## config.mk

```make
export PLATFORM = sky130hd
export DESIGN_NAME = clk_div_sched
export DESIGN_NICKNAME = d
export VERILOG_FILES = /design/src/rtl/clk_div_sched.sv
export SDC_FILE = /design/constraint.sdc
export NUM_CORES = 1
export LEC_CHECK = 0
export CAP_MARGIN = 20
export CELL_PAD_IN_SITES_DETAIL_PLACEMENT = 2
export CELL_PAD_IN_SITES_GLOBAL_PLACEMENT = 2
export CORE_ASPECT_RATIO = 1.75
export CORE_MARGIN = 3
export CORE_UTILIZATION = 30
export CTS_BUF_LIST = sky130_fd_sc_hd__clkbuf_2 sky130_fd_sc_hd__clkbuf_4 sky130_fd_sc_hd__clkbuf_8
export CTS_CLUSTER_SIZE = 24
export DETAILED_ROUTE_END_ITERATION = 10
export PLACE_DENSITY = 0.78
export SLEW_MARGIN = 10
export SYNTH_ARGS = -nofsm -noshare
export SYNTH_HDL_FRONTEND = slang
export SYNTH_SLANG_ARGS = --single-unit
export TNS_END_PERCENT = 20
```

## constraint.sdc

```tcl
create_clock -name clk_in -period 7.2 [get_ports clk_in]
set_input_delay 0.72 -clock clk_in [delete_from_list [all_inputs] [get_ports clk_in]]
set_output_delay 0.72 -clock clk_in [all_outputs]
set_load 0.01 [all_outputs]
```

## src/rtl/clk_div_sched.sv

```systemverilog
// clk_div_sched: runtime-programmable clock divider. A round-robin
// scheduler accepts divisor requests and applies one per period.
// Ports: clk_in source clock; rst async active-high reset;
//   req/div_in per-requester divisor requests; gnt one-hot grant;
//   err grant of a divisor < 2; busy divisor pending; cur_div
//   divisor in force; clk_out divided clock; tick on clk_out rise.
module clk_div_sched #(
  parameter int NUM_REQ     = 2,
  parameter int DIV_W       = 16,
  parameter int DEFAULT_DIV = 300
) (
  input  logic                     clk_in,
  input  logic                     rst,
  input  logic [NUM_REQ-1:0]       req,
  input  logic [NUM_REQ*DIV_W-1:0] div_in,
  output logic [NUM_REQ-1:0]       gnt,
  output logic                     err,
  output logic                     busy,
  output logic [DIV_W-1:0]         cur_div,
  output logic                     clk_out,
  output logic                     tick
);

  localparam int IW = (NUM_REQ > 1) ? $clog2(NUM_REQ) : 1;
  localparam logic [DIV_W-1:0] DEF = DIV_W'(DEFAULT_DIV);
  localparam logic [DIV_W-1:0] ONE_D = DIV_W'(1);
  localparam logic [DIV_W-1:0] TWO_D = DIV_W'(2);
  localparam logic [NUM_REQ-1:0] ONE_G = NUM_REQ'(1);
  localparam logic [IW:0] NR_W = (IW+1)'(NUM_REQ);

  typedef enum logic {RUN, PEND} state_t;

  state_t state;
  state_t state_d;

  logic [DIV_W-1:0] cnt;
  logic [DIV_W-1:0] pend_div;
  logic [DIV_W-1:0] half;
  logic [DIV_W-1:0] win_div;
  logic [DIV_W-1:0] divs [NUM_REQ];
  logic [IW-1:0]    rr_last;
  logic [IW-1:0]    win;
  logic [IW:0]      idx;
  logic             bnd;
  logic             fall;
  logic             win_ok;
  logic             do_gnt;

  always_comb begin
    for (int i = 0; i < NUM_REQ; i++) begin
      divs[i] = div_in[i*DIV_W +: DIV_W];
    end
  end

  assign half = cur_div >> 1;
  assign bnd  = (cnt == cur_div - ONE_D);
  assign fall = (cnt == half - ONE_D);
  assign busy = (state == PEND);

  // Scan from farthest to nearest so the requester closest
  // after rr_last is the last, and winning, assignment.
  always_comb begin
    win = '0;
    idx = '0;
    for (int k = NUM_REQ; k >= 1; k--) begin
      idx = {1'b0, rr_last} + (IW+1)'(k);
      if (idx >= NR_W) idx = idx - NR_W;
      if (req[idx[IW-1:0]]) win = idx[IW-1:0];
    end
  end

  assign win_div = divs[win];
  assign win_ok  = (win_div >= TWO_D);

  always_comb begin
    state_d = state;
    do_gnt  = 1'b0;
    unique case (state)
      RUN: begin
        if (|req) begin
          do_gnt = 1'b1;
          if (win_ok) state_d = PEND;
        end
      end
      PEND: begin
        if (bnd) state_d = RUN;
      end
      default: state_d = RUN;
    endcase
  end

  always_ff @(posedge clk_in or posedge rst) begin
    if (rst) begin
      state    <= RUN;
      cnt      <= '0;
      cur_div  <= DEF;
      pend_div <= DEF;
      clk_out  <= 1'b0;
      tick     <= 1'b0;
      gnt      <= '0;
      err      <= 1'b0;
      rr_last  <= IW'(NUM_REQ-1);
    end else begin
      state <= state_d;
      gnt   <= '0;
      err   <= 1'b0;
      tick  <= 1'b0;
      if (do_gnt) begin
        gnt     <= ONE_G << win;
        rr_last <= win;
        if (win_ok) pend_div <= win_div;
        else        err      <= 1'b1;
      end
      // A grant on this same edge only lands in pend_div, so the
      // boundary below still closes out the old period.
      if (bnd) begin
        cnt     <= '0;
        clk_out <= 1'b1;
        tick    <= 1'b1;
        if (state == PEND) cur_div <= pend_div;
      end else begin
        cnt <= cnt + ONE_D;
        if (fall) clk_out <= 1'b0;
      end
    end
  end

endmodule

```

# Word-level counts from Yosys, hierarchy flattened
# Cells that the tools add are included.
[totals]
regBits = 55
latchBits = 0
ramBits = 0
mem_bits_ro = 0
inputBits = 36
output_inout_bits = 22
elab_cells = 55
n_memories = 0
[classes]
addsub = 7
multipliers = 0
div = 0
n_lt_le_gt_ge = 6
n_eq_ne = 2
shift = 1
mux = 24
bitwise = 2
n_reduce_logical = 4
[op_table]
columns = ["cell", "n"]
rows = [
  ["16-bit 2-to-1 mux", 4],
  ["16-bit == test", 2],
  ["1-bit 2-to-1 mux", 18],
  ["16-bit by 1-bit adder with 16-bit output, second input constant", 1],
  ["16-bit by 2-bit >= comparator with 1-bit output, second input constant", 1],
  ["15-bit by 1-bit subtractor with 16-bit output, second input constant", 1],
  ["16-bit by 1-bit subtractor with 16-bit output, second input constant", 1],
  ["2-bit >= comparator, second input constant", 3],
  ["1-bit by 2-bit less-than comparator with 1-bit output, second input constant", 2],
  ["2-bit AND reduction", 2],
  ["1-bit by 1-bit adder with 2-bit output, second input constant", 1],
  ["1-bit by 2-bit adder with 2-bit output, second input constant", 1],
  ["2-bit 2-to-1 mux", 1],
  ["1-bit inverter with 2-bit output", 1],
  ["1-bit one-hot mux with 2 select lines", 1],
  ["2-bit nonzero test", 1],
  ["2-bit OR reduction", 1],
  ["1-bit by 1-bit left shift with 2-bit output, first input constant", 1],
  ["1-bit subtractor, second input constant", 2],
  ["1-bit inverter", 1],
]

# Longest topological paths before layout
# Gate-level depths: netlist (run 1).
[logic_depth]
depth_word = 15
depth_mapped = 12
depth_no_buf = 8

# Least setup slack after synthesis (run 1)
# OpenSTA, ideal clock, no wires.
[synth_path]
path_type = "flip-flop to flip-flop"
from = "register cur_div[2]"
to = "register cur_div[0]"
setup_time_ns = 0.125
t_arrival_ns = 2.596
required_time_ns = 7.075
slack_ns = 4.479
path_stages_with_launch = 12
path_buffers = 3
synth_period_minus_slack_ns = 2.721
path_cell_list = "dfstp_2 buf_6 inv_1 ha_1 buf_2 or4b_4 nor3_2 a41oi_1 nor4_4 nand4_4 buf_6 mux2_4"
[synth_between]
elab_chain_len = 3
[synth_rtl]
columns = ["item", "line_no", "text"]
rows = [
  ["from (decl)", "19", "output logic [DIV_W-1:0] cur_div,"],
  ["from (signal assigned)", "120", "if (state == PEND) cur_div <= pend_div;"],
  ["16-bit by 1-bit subtractor with 16-bit output", "56", "assign bnd = (cnt == cur_div - ONE_D);"],
  ["16-bit == test", "56", ""],
  ["2-bit AND reduction (no source line)", "--", ""],
]
# No other way between the ends.
# A chain may end at the register's enable or synchronous reset.

# Final worst setup path (run 1)
[layout_path]
from = "register cur_div[1]"
to = "register state (netlist: busy)"
[layout_between]
elab_chain_len = 4
[layout_rtl]
columns = ["item", "line_no", "text"]
rows = [
  ["16-bit by 1-bit subtractor with 16-bit output", "56", ""],
  ["16-bit == test", "56", ""],
  ["1-bit 2-to-1 mux", "86", "if (bnd) state_d = RUN;"],
  ["1-bit one-hot mux with 2 select lines", "78", "unique case (state)"],
  ["net state_d", "34", "state_t state_d;"],
  ["to (signal assigned)", "104", "state <= state_d;"],
  ["to (decl)", "33", "state_t state;"],
]
# The timed path passes the listed nets, and every way through them passes these cells.

==> flow_results.xml, run 1 <==
<?xml version="1.0" encoding="UTF-8"?>
<metrics>
  <group name="power">
    <metric name="peakVddDrop" unit="µV">159</metric>
    <metric name="power-per-cell-area" unit="nW/µm²">129</metric>
    <metric name="static-leakage-power" unit="nW">1.88</metric>
  </group>
  <group name="placement">
    <metric name="placed_area" unit="µm²">4300</metric>
    <metric name="place_congestion" unit="">0.809</metric>
    <metric name="hpwlAfterDp" unit="µm">9470</metric>
    <metric name="numPortBuffers" unit="">57</metric>
  </group>
  <group name="logic_synthesis">
    <metric name="ys_seq_elements" unit="">55</metric>
    <metric name="synthFlopType" unit="">dfrtp_1</metric>
    <metric name="synth.cell_area" unit="µm²">3650</metric>
    <metric name="synthDistinctLibCells" unit="">59</metric>
    <metric name="synthesis.nets" unit="">400</metric>
    <metric name="netlist_instances" unit="">361</metric>
    <metric name="synth_async_sr_flop_share" unit="%">100</metric>
    <metric name="synth_edf_count" unit="">0</metric>
    <metric name="sequential_element_share_of_the_synthesized_area" unit="%">38.0</metric>
    <metric name="average_footprint_of_a_synthesized_cell" unit="µm²">10.1</metric>
    <metric name="synthesis.yosys.warnings" unit="">0</metric>
  </group>
  <group name="clocking">
    <metric name="cts_repair_resized_insts" unit="">0</metric>
    <metric name="clock_sink_count" unit="">55</metric>
    <metric name="cts_max_path_buffers" unit="">2</metric>
    <metric name="htreeDepth" unit="">2</metric>
    <metric name="clk_root_buffer_cell" unit="">clkbuf_8</metric>
    <metric name="hold_buffers" unit="">0</metric>
    <metric name="number_of_clock_buffers_inserted_by_tritoncts" unit="">5</metric>
    <metric name="cts.reportedPaths.clkPinSlew" unit="ps">110</metric>
    <metric name="cts_tree" unit="">yes</metric>
    <metric name="post-cts-setup-buffers" unit="">0</metric>
    <metric name="worst_skew_pair.late_latency" unit="ps">320</metric>
  </group>
  <group name="finish">
    <metric name="area.growth.synth_to_final" unit="%">21.1</metric>
    <metric name="mostFrequentLayoutCells" unit="">57 x clkdlybuf4s50_1, 46 x dfrtp_1, 39 x mux2_2</metric>
    <metric name="postLayoutCoreUtil" unit="%">37.7</metric>
    <metric name="leading_cell_type_in_the_layout_fill_and_taps_excluded" unit="">clkdlybuf4s50_1</metric>
    <metric name="final_net_count" unit="">445</metric>
    <metric name="num_antenna_cells" unit="">0</metric>
    <metric name="final_cell_area" unit="µm²">4420</metric>
    <metric name="fillCellCount" unit="">1276</metric>
    <metric name="drive_above_1_share" unit="%">20.1</metric>
  </group>
  <group name="timing">
    <metric name="worst_slew_pin_tran" unit="ps">859</metric>
    <metric name="layout_worst_path_cycle_share" unit="%">50.3</metric>
    <metric name="timing.fmax" unit="MHz">276</metric>
    <metric name="clock_skew_after_layout" unit="ps">7.15</metric>
    <metric name="final_critical_path_required_period" unit="ps">3620</metric>
    <metric name="headroom_to_the_max_slew_limit" unit="%">41.9</metric>
    <metric name="fin_hold_ws" unit="ps">519</metric>
    <metric name="maxSlewViolCount" unit="">0</metric>
    <metric name="finalHoldViolCount" unit="">0</metric>
    <metric name="fin_tns_setup" unit="ps">0</metric>
    <metric name="grt_setup_unrepaired" unit="">no</metric>
    <metric name="finalSetupViolations" unit="">0</metric>
  </group>
  <group name="route">
    <metric name="routedWlPerCell" unit="µm">22.0</metric>
    <metric name="initialDrtViolationCount" unit="">76</metric>
    <metric name="antenna_violating_nets_post_route" unit="">0</metric>
    <metric name="drc" unit="">0</metric>
    <metric name="wl" unit="µm">11900</metric>
    <metric name="routed_via_density" unit="">5.60</metric>
    <metric name="drt_pass1_iterations" unit="">4</metric>
    <metric name="num_vias" unit="">3034</metric>
  </group>
  <group name="die">
    <metric name="fp.coreArea" unit="µm²">11700</metric>
    <metric name="chipWidth" unit="µm">89.4</metric>
    <metric name="fp.dieH" unit="µm">152</metric>
    <metric name="die_area" unit="µm²">13600</metric>
    <metric name="starting_density_of_the_core" unit="%">31.2</metric>
    <metric name="num_io_pins" unit="">58</metric>
    <metric name="row_count" unit="">52</metric>
  </group>
  <group name="job">
    <metric name="timing.max_cap.violations" unit="">0</metric>
  </group>
  <group name="global_routing">
    <metric name="global_route.usage.total" unit="%">18.3</metric>
    <metric name="gr-total-overflow" unit="">0</metric>
    <metric name="largest_net_degree_at_the_start_of_global_routing" unit="">56</metric>
    <metric name="first_global_vias" unit="">3488</metric>
    <metric name="number_of_antenna_violations_at_the_first_check_in_global_routing" unit="">0</metric>
    <metric name="grt_first_pass_wirelength" unit="µm">18900</metric>
  </group>
  <group name="setup_path">
    <metric name="worstPathRequired" unit="ps">7360</metric>
    <metric name="critical_path_peak_fanout" unit="">19</metric>
    <metric name="worstSetupEndpointType" unit="">flip-flop</metric>
    <metric name="critPathKind" unit="">flip-flop to flip-flop</metric>
    <metric name="crit_arrival" unit="ps">3780</metric>
    <metric name="start_kind" unit="">flip-flop</metric>
  </group>
  <group name="worst_hold_path">
    <metric name="holdCritPathClass" unit="">flip-flop to flip-flop</metric>
  </group>
  <group name="run_status">
    <metric name="status" unit="">completed</metric>
  </group>
</metrics>
cell usage after synthesis, types with 10 or more instances:
| cell type | n | share of area, % |
|---|---|---|
| clkbuf_1 | 12 | 1.2 |
| dfrtp_1 | 46 | 32 |
| inv_1 | 10 | 1.0 |
| mux2_2 | 39 | 12 |
| mux2_4 | 10 | 4.1 |
| nand2_1 | 16 | 1.6 |
| nand3_1 | 11 | 1.5 |
| nand4_1 | 11 | 1.9 |
| nor2_1 | 29 | 3.0 |
| nor3_1 | 11 | 1.5 |
| nor4_1 | 11 | 1.9 |
| xnor2_1 | 25 | 6.0 |
| xor2_1 | 21 | 5.0 |
report_power, final:
group	total, mW	leakage [nW]	internal, mW	switching (mW)
clock	0.220	0.0607	0.108	0.112
combinational	0.0414	1.10	0.0246	0.0167
sequential	0.309	0.716	0.309	0
cells by family after synthesis:
group | share of synthesized area [%]
buffers and inverters | 4.08
AND/OR/NAND/NOR | 21.8
multiplexers | 16.2
flip-flops | 38.0
adder cells (fa/ha/maj) | 1.03
AO/OA/AOI/OAI | 7.85
XOR/XNOR | 11.0
cell type report:
cell class | count | area [µm²] | area share [%]
clock buffer | 5 | 68.8 | 1.56
clock inverter | 3 | 50.0 | 1.13
inverter | 10 | 37.5 | 0.850
multi-input combinational | 274 | 2110 | 47.8
sequential | 55 | 1390 | 31.4
tap | 135 | 169 | 3.82
timing repair buffer | 60 | 593 | 13.4
path summary, 6_finish.rpt:
| path | from | endpoint | slack [ps] | cells past startpoint |
|---|---|---|---|---|
| setup / recovery | cur_div[1] | busy | 3580 | 8 |
| hold / removal | pend_div[0] | cur_div[0] | 520 | 1 |
| setup reg to reg | cur_div[1] | busy | 3580 | 8 |
| hold reg to reg | pend_div[0] | cur_div[0] | 520 | 1 |
| max in group asynchronous | rst | pend_div[1] | 5830 | 3 |
| min in group asynchronous | rst | pend_div[11] | 920 | 3 |
sequential cells by signal, indices dropped and copies added (netlist names):
register,count
rr_last,1
busy,1
gnt,2
cnt,16
cur_div,16
err,1
pend_div,16
tick,1
clk_out,1
stage by stage:
step	std cells	setup slack (ps)	power (mW)
final	542	3580	0.570
after detailed placement	534	3530	0.357
after global placement	534	3610	0.356
after floorplan	361	4480	0.329
after global routing	542	3200	0.592
after CTS	542	3500	0.585
routing by layer:
metal	GRT usage [%]	vias up	share of wire (%)
met2	35.7	78	59
li1	-	1391	-
met1	18.2	1535	34
met3	1.95	30	2.8
met4	8.52	0	4.4
met5	0	-	0
critical path, stage by stage, from the launching register on:
cell and delay (ps):
dfrtp_1 460, inv_1 110, ha_1 360, nor4b_1 750, nand4_1 260, xnor2_1 200, nor3_1 370, and3_1 720
o22ai_1 220
(Power assumes the default switching activity.)
==> run 2: changes to the inputs <==
clock period = 3.52 ns   (was 7.2 ns; I/O delays follow)
==> flow_results.xml, run 2 (synthesized netlist as in run 1, its figures left out) <==
<?xml version="1.0" encoding="UTF-8"?>
<metrics>
  <group name="finish">
    <metric name="layout_top_registers" unit="">cnt x16, cur_div x16, pend_div x16</metric>
    <metric name="fillCellCount" unit="">1308</metric>
    <metric name="final_net_count" unit="">456</metric>
    <metric name="leading_cell_type_in_the_layout_fill_and_taps_excluded" unit="">clkdlybuf4s50_1</metric>
    <metric name="area.growth.synth_to_final" unit="%">22.6</metric>
    <metric name="non_filler_cells_in_the_finished_layout" unit="">553</metric>
    <metric name="drive_above_1_share" unit="%">22.2</metric>
    <metric name="mostFrequentLayoutCells" unit="">57 x clkdlybuf4s50_1, 46 x dfrtp_1, 39 x mux2_2</metric>
    <metric name="num_antenna_cells" unit="">0</metric>
  </group>
  <group name="setup_path">
    <metric name="critical_path_peak_fanout" unit="">16</metric>
    <metric name="worstPathBufferInverterCount" unit="">1</metric>
    <metric name="critPathKind" unit="">flip-flop to flip-flop</metric>
    <metric name="crit_arrival" unit="ps">3540</metric>
    <metric name="crit_slowest_cell" unit="">nor4b_1</metric>
    <metric name="crit_path_cell_trace" unit="">inv_1 &gt; ha_1 &gt; nor4b_1 &gt; nand4_1 &gt; xnor2_1 &gt; nor3_1 &gt; nand4_4 &gt; mux2_4</metric>
    <metric name="worst_path_dominant_cell_family" unit="">simple AND/OR/NAND/NOR gates</metric>
    <metric name="worstSetupEndpointType" unit="">flip-flop</metric>
    <metric name="max_stage_delay" unit="ps">640</metric>
    <metric name="worstPathRequired" unit="ps">3740</metric>
    <metric name="start_kind" unit="">flip-flop</metric>
  </group>
  <group name="clocking">
    <metric name="hold_buffers" unit="">0</metric>
    <metric name="post-cts-setup-buffers" unit="">0</metric>
    <metric name="number_of_clock_buffers_inserted_by_tritoncts" unit="">5</metric>
    <metric name="clock_sink_count" unit="">55</metric>
    <metric name="cts.reportedPaths.clkPinSlew" unit="ps">110</metric>
    <metric name="cts_tree" unit="">yes</metric>
    <metric name="worst_skew_pair.late_latency" unit="ps">330</metric>
    <metric name="cts_repair_resized_insts" unit="">0</metric>
    <metric name="htreeDepth" unit="">2</metric>
    <metric name="cts_max_path_buffers" unit="">2</metric>
    <metric name="clk_root_buffer_cell" unit="">clkbuf_8</metric>
  </group>
  <group name="timing">
    <metric name="final.setup.worst_slack" unit="ps">203</metric>
    <metric name="timing.fmax" unit="MHz">301</metric>
    <metric name="grt_setup_unrepaired" unit="">no</metric>
    <metric name="fin_tns_setup" unit="ps">0</metric>
    <metric name="layout_worst_path_cycle_share" unit="%">94.2</metric>
    <metric name="maxSlewViolCount" unit="">0</metric>
    <metric name="clock_skew_after_layout" unit="ps">6.24</metric>
    <metric name="finalSetupViolations" unit="">0</metric>
    <metric name="final_critical_path_required_period" unit="ps">3320</metric>
    <metric name="fin_hold_ws" unit="ps">489</metric>
    <metric name="finalHoldViolCount" unit="">0</metric>
    <metric name="headroom_to_the_max_slew_limit" unit="%">43.2</metric>
    <metric name="worst_slew_pin_tran" unit="ps">843</metric>
  </group>
  <group name="run_status">
    <metric name="status" unit="">completed</metric>
  </group>
  <group name="power">
    <metric name="peakVddDrop" unit="µV">178</metric>
    <metric name="power-per-cell-area" unit="nW/µm²">247</metric>
    <metric name="static-leakage-power" unit="nW">1.92</metric>
    <metric name="report.power.total" unit="mW">1.11</metric>
  </group>
  <group name="route">
    <metric name="num_vias" unit="">3138</metric>
    <metric name="drt_pass1_iterations" unit="">4</metric>
    <metric name="initialDrtViolationCount" unit="">161</metric>
    <metric name="routed_via_density" unit="">5.67</metric>
    <metric name="routedWlPerCell" unit="µm">23.4</metric>
    <metric name="drc" unit="">0</metric>
    <metric name="wl" unit="µm">12900</metric>
    <metric name="antenna_violating_nets_post_route" unit="">0</metric>
  </group>
  <group name="die">
    <metric name="num_io_pins" unit="">58</metric>
    <metric name="fp.coreArea" unit="µm²">11700</metric>
    <metric name="starting_density_of_the_core" unit="%">31.2</metric>
    <metric name="fp.dieH" unit="µm">152</metric>
    <metric name="row_count" unit="">52</metric>
    <metric name="chipWidth" unit="µm">89.4</metric>
    <metric name="die_area" unit="µm²">13600</metric>
  </group>
  <group name="global_routing">
    <metric name="number_of_antenna_violations_at_the_first_check_in_global_routing" unit="">0</metric>
    <metric name="grt_first_pass_wirelength" unit="µm">20400</metric>
    <metric name="global_route.usage.total" unit="%">20.1</metric>
    <metric name="gr-total-overflow" unit="">0</metric>
    <metric name="largest_net_degree_at_the_start_of_global_routing" unit="">39</metric>
    <metric name="first_global_vias" unit="">3640</metric>
  </group>
  <group name="placement">
    <metric name="numPortBuffers" unit="">57</metric>
    <metric name="dpl.cell_count" unit="">545</metric>
    <metric name="preCtsSetupSlack" unit="ps">298</metric>
    <metric name="place_congestion" unit="">0.846</metric>
    <metric name="hpwlAfterDp" unit="µm">10400</metric>
  </group>
  <group name="worst_hold_path">
    <metric name="holdCritPathClass" unit="">input pin to async pin</metric>
  </group>
  <group name="job">
    <metric name="timing.max_cap.violations" unit="">0</metric>
  </group>
</metrics>
run 2: cell count changes in the layout (fill, tap and decap cells not counted), sizes merged:
cell	before	now
buf	3	14
bufinv	1	0
clkbuf	5	6
clkinvlp	0	1
inv	12	11
run 2: final cells by class:
type	instances	area, µm²	area share [%]
multi-input combinational	274	2110	47.2
timing repair buffer	71	676	15.1
clock inverter	2	16.3	0.364
inverter	10	37.5	0.839
tap	135	169	3.78
sequential	55	1390	31.0
clock buffer	6	76.3	1.71
run 2: routing by layer:
layer  up-vias  share of wire [%]  global-route usage (%)
met1      1612                 33                    18.6
met3        30                3.1                    3.36
met4         0                3.8                    9.16
met5         -                  0                       0
li1       1414                  -                       -
met2        82                 60                    39.7
run 2: final timing paths:
| check | startpoint | to | slack, ps | cells past startpoint |
|---|---|---|---|---|
| worst max-delay path | cur_div[1] | cur_div[9] | 200 | 8 |
| worst min-delay path | rst | gnt[0] | 490 | 2 |
| worst max register to register | cur_div[1] | cur_div[9] | 200 | 8 |
| worst min register to register | pend_div[14] | cur_div[14] | 520 | 1 |
| max in group asynchronous | rst | clk_out | 2280 | 3 |
| min in group clk_in | pend_div[14] | cur_div[14] | 520 | 1 |
run 2: metrics by stage:
stage               instance area, µm²  utilization (%)
detailed placement                4380             37.4
CTS                               4470             38.2
floorplan                         3650                -
global placement                  4380             37.4
global route                      4470             38.2
finish                            4470             38.2
run 2: where the power goes:
group | switching [mW] | internal (mW) | leakage [nW]
combinational | 0.0352 | 0.0504 | 1.16
clock | 0.237 | 0.152 | 0.0452
sequential | 0 | 0.632 | 0.716
==> run 3: changes to the inputs <==
PLACE_DENSITY = 0.8   (was 0.78)
clock period = 2.9 ns   (was 3.52 ns; I/O delays follow)
==> flow_results.xml, run 3 (synthesized netlist as in run 1, its figures left out) <==
<?xml version="1.0" encoding="UTF-8"?>
<metrics>
  <group name="finish">
    <metric name="num_antenna_cells" unit="">0</metric>
    <metric name="fillCellCount" unit="">1284</metric>
    <metric name="mostFrequentLayoutCells" unit="">57 x clkdlybuf4s50_1, 46 x dfrtp_1, 39 x mux2_2</metric>
    <metric name="layout_top_registers" unit="">cnt x16, cur_div x16, pend_div x16</metric>
    <metric name="leading_cell_type_in_the_layout_fill_and_taps_excluded" unit="">clkdlybuf4s50_1</metric>
    <metric name="drive_above_1_share" unit="%">25.6</metric>
    <metric name="final_net_count" unit="">471</metric>
    <metric name="area.growth.synth_to_final" unit="%">27.2</metric>
  </group>
  <group name="die">
    <metric name="row_count" unit="">52</metric>
    <metric name="fp.dieH" unit="µm">152</metric>
    <metric name="fp.coreArea" unit="µm²">11700</metric>
    <metric name="die_area" unit="µm²">13600</metric>
    <metric name="num_io_pins" unit="">58</metric>
    <metric name="starting_density_of_the_core" unit="%">31.2</metric>
    <metric name="chipWidth" unit="µm">89.4</metric>
  </group>
  <group name="clocking">
    <metric name="cts_max_path_buffers" unit="">2</metric>
    <metric name="cts.reportedPaths.clkPinSlew" unit="ps">110</metric>
    <metric name="worst_skew_pair.late_latency" unit="ps">320</metric>
    <metric name="number_of_clock_buffers_inserted_by_tritoncts" unit="">5</metric>
    <metric name="cts_tree" unit="">yes</metric>
    <metric name="clock_sink_count" unit="">55</metric>
    <metric name="htreeDepth" unit="">2</metric>
    <metric name="clk_root_buffer_cell" unit="">clkbuf_8</metric>
  </group>
  <group name="power">
    <metric name="peakVddDrop" unit="µV">278</metric>
    <metric name="report.power.total" unit="mW">1.44</metric>
    <metric name="static-leakage-power" unit="nW">2.01</metric>
    <metric name="power-per-cell-area" unit="nW/µm²">310</metric>
  </group>
  <group name="timing">
    <metric name="fin_hold_ws" unit="ps">380</metric>
    <metric name="maxSlewViolCount" unit="">0</metric>
    <metric name="worst_slew_pin_tran" unit="ps">667</metric>
    <metric name="headroom_to_the_max_slew_limit" unit="%">55.5</metric>
    <metric name="finalHoldViolCount" unit="">0</metric>
    <metric name="timing.fmax" unit="MHz">359</metric>
    <metric name="final_critical_path_required_period" unit="ps">2790</metric>
    <metric name="grt_setup_unrepaired" unit="">yes</metric>
    <metric name="final.setup.worst_slack" unit="ps">113</metric>
    <metric name="finalSetupViolations" unit="">0</metric>
    <metric name="clock_skew_after_layout" unit="ps">10.5</metric>
    <metric name="fin_tns_setup" unit="ps">0</metric>
    <metric name="layout_worst_path_cycle_share" unit="%">96.1</metric>
  </group>
  <group name="route">
    <metric name="drc" unit="">0</metric>
    <metric name="wl" unit="µm">13700</metric>
    <metric name="num_vias" unit="">3167</metric>
    <metric name="antenna_violating_nets_post_route" unit="">0</metric>
    <metric name="initialDrtViolationCount" unit="">128</metric>
    <metric name="routed_via_density" unit="">5.58</metric>
    <metric name="routedWlPerCell" unit="µm">24.1</metric>
    <metric name="drt_pass1_iterations" unit="">4</metric>
  </group>
  <group name="setup_path">
    <metric name="worstPathBufferInverterCount" unit="">2</metric>
    <metric name="crit_arrival" unit="ps">3000</metric>
    <metric name="start_kind" unit="">flip-flop</metric>
    <metric name="worst_path_dominant_cell_family" unit="">simple AND/OR/NAND/NOR gates</metric>
    <metric name="crit_slowest_cell" unit="">or4b_2</metric>
    <metric name="crit_path_cell_trace" unit="">inv_1 &gt; ha_1 &gt; buf_4 &gt; or4b_2 &gt; or4_1 &gt; nand3_1 &gt; o32ai_1 &gt; nor4_1 &gt; o21bai_1</metric>
    <metric name="critPathKind" unit="">flip-flop to flip-flop</metric>
    <metric name="critical_path_peak_fanout" unit="">6</metric>
    <metric name="worstPathRequired" unit="ps">3110</metric>
    <metric name="max_stage_delay" unit="ps">650</metric>
    <metric name="worstSetupEndpointType" unit="">flip-flop</metric>
  </group>
  <group name="global_routing">
    <metric name="first_global_vias" unit="">3726</metric>
    <metric name="gr-total-overflow" unit="">0</metric>
    <metric name="grt_first_pass_wirelength" unit="µm">21600</metric>
    <metric name="largest_net_degree_at_the_start_of_global_routing" unit="">29</metric>
    <metric name="number_of_antenna_violations_at_the_first_check_in_global_routing" unit="">0</metric>
    <metric name="global_route.usage.total" unit="%">21.3</metric>
  </group>
  <group name="worst_hold_path">
    <metric name="holdCritPathClass" unit="">input pin to async pin</metric>
  </group>
  <group name="placement">
    <metric name="numPortBuffers" unit="">57</metric>
    <metric name="place_congestion" unit="">0.872</metric>
    <metric name="hpwlAfterDp" unit="µm">10800</metric>
    <metric name="preCtsSetupSlack" unit="ps">0.884</metric>
  </group>
  <group name="job">
    <metric name="timing.max_cap.violations" unit="">0</metric>
  </group>
  <group name="run_status">
    <metric name="status" unit="">completed</metric>
  </group>
</metrics>
[run 3: worst paths after layout]
path | cells past startpoint | slack, ps | from | endpoint
min in group clk_in | 1 | 520 | pend_div[9] | pend_div[9]
min reg2reg | 1 | 520 | pend_div[9] | pend_div[9]
max | 9 | 110 | cur_div[1] | clk_out
min | 2 | 380 | rst | err
max reg2reg | 9 | 110 | cur_div[1] | clk_out
max in group asynchronous | 3 | 1750 | rst | cur_div[2]
[run 3: area by class of cell]
| cell class | instances | area, µm² | share of cell area [%] |
|---|---|---|---|
| sequential | 55 | 1390 | 29.9 |
| timing repair buffer | 86 | 801 | 17.3 |
| multi-input combinational | 274 | 2120 | 45.8 |
| clock inverter | 2 | 38.8 | 0.836 |
| tap | 135 | 169 | 3.64 |
| inverter | 10 | 37.5 | 0.809 |
| clock buffer | 6 | 82.6 | 1.78 |
[run 3: layer usage]
metal  GRT usage (%)  part of all wire (%)  up-vias
li1                -                     -     1440
met1            20.8                    33     1608
met2            41.6                    60       88
met3            2.49                   2.7       31
met4            10.1                   4.7        0
met5               0                     0        -
[run 3: power by group]
part	internal [mW]	total (mW)	switching [mW]
clock	0.285	0.563	0.278
sequential	0.767	0.767	0
combinational	0.0630	0.110	0.0469
[run 3: timing repair]
| action | CTS | global route |
|---|---|---|
| setup buffers | 1 | 0 |
| gates resized for setup | 0 | 3 |
| setup endpoints to repair | 16 | 34 |
| hold buffers | 0 | 0 |
[run 3: per-stage QoR]
stage / utilization (%) / instances / area [µm²]
finish: 39.6 / 568 / 4640
global route: 39.6 / 568 / 4640
CTS: 39.5 / 568 / 4630
detailed placement: 38.3 / 559 / 4490
global placement: 38.3 / 559 / 4490
floorplan: - / 361 / 3650
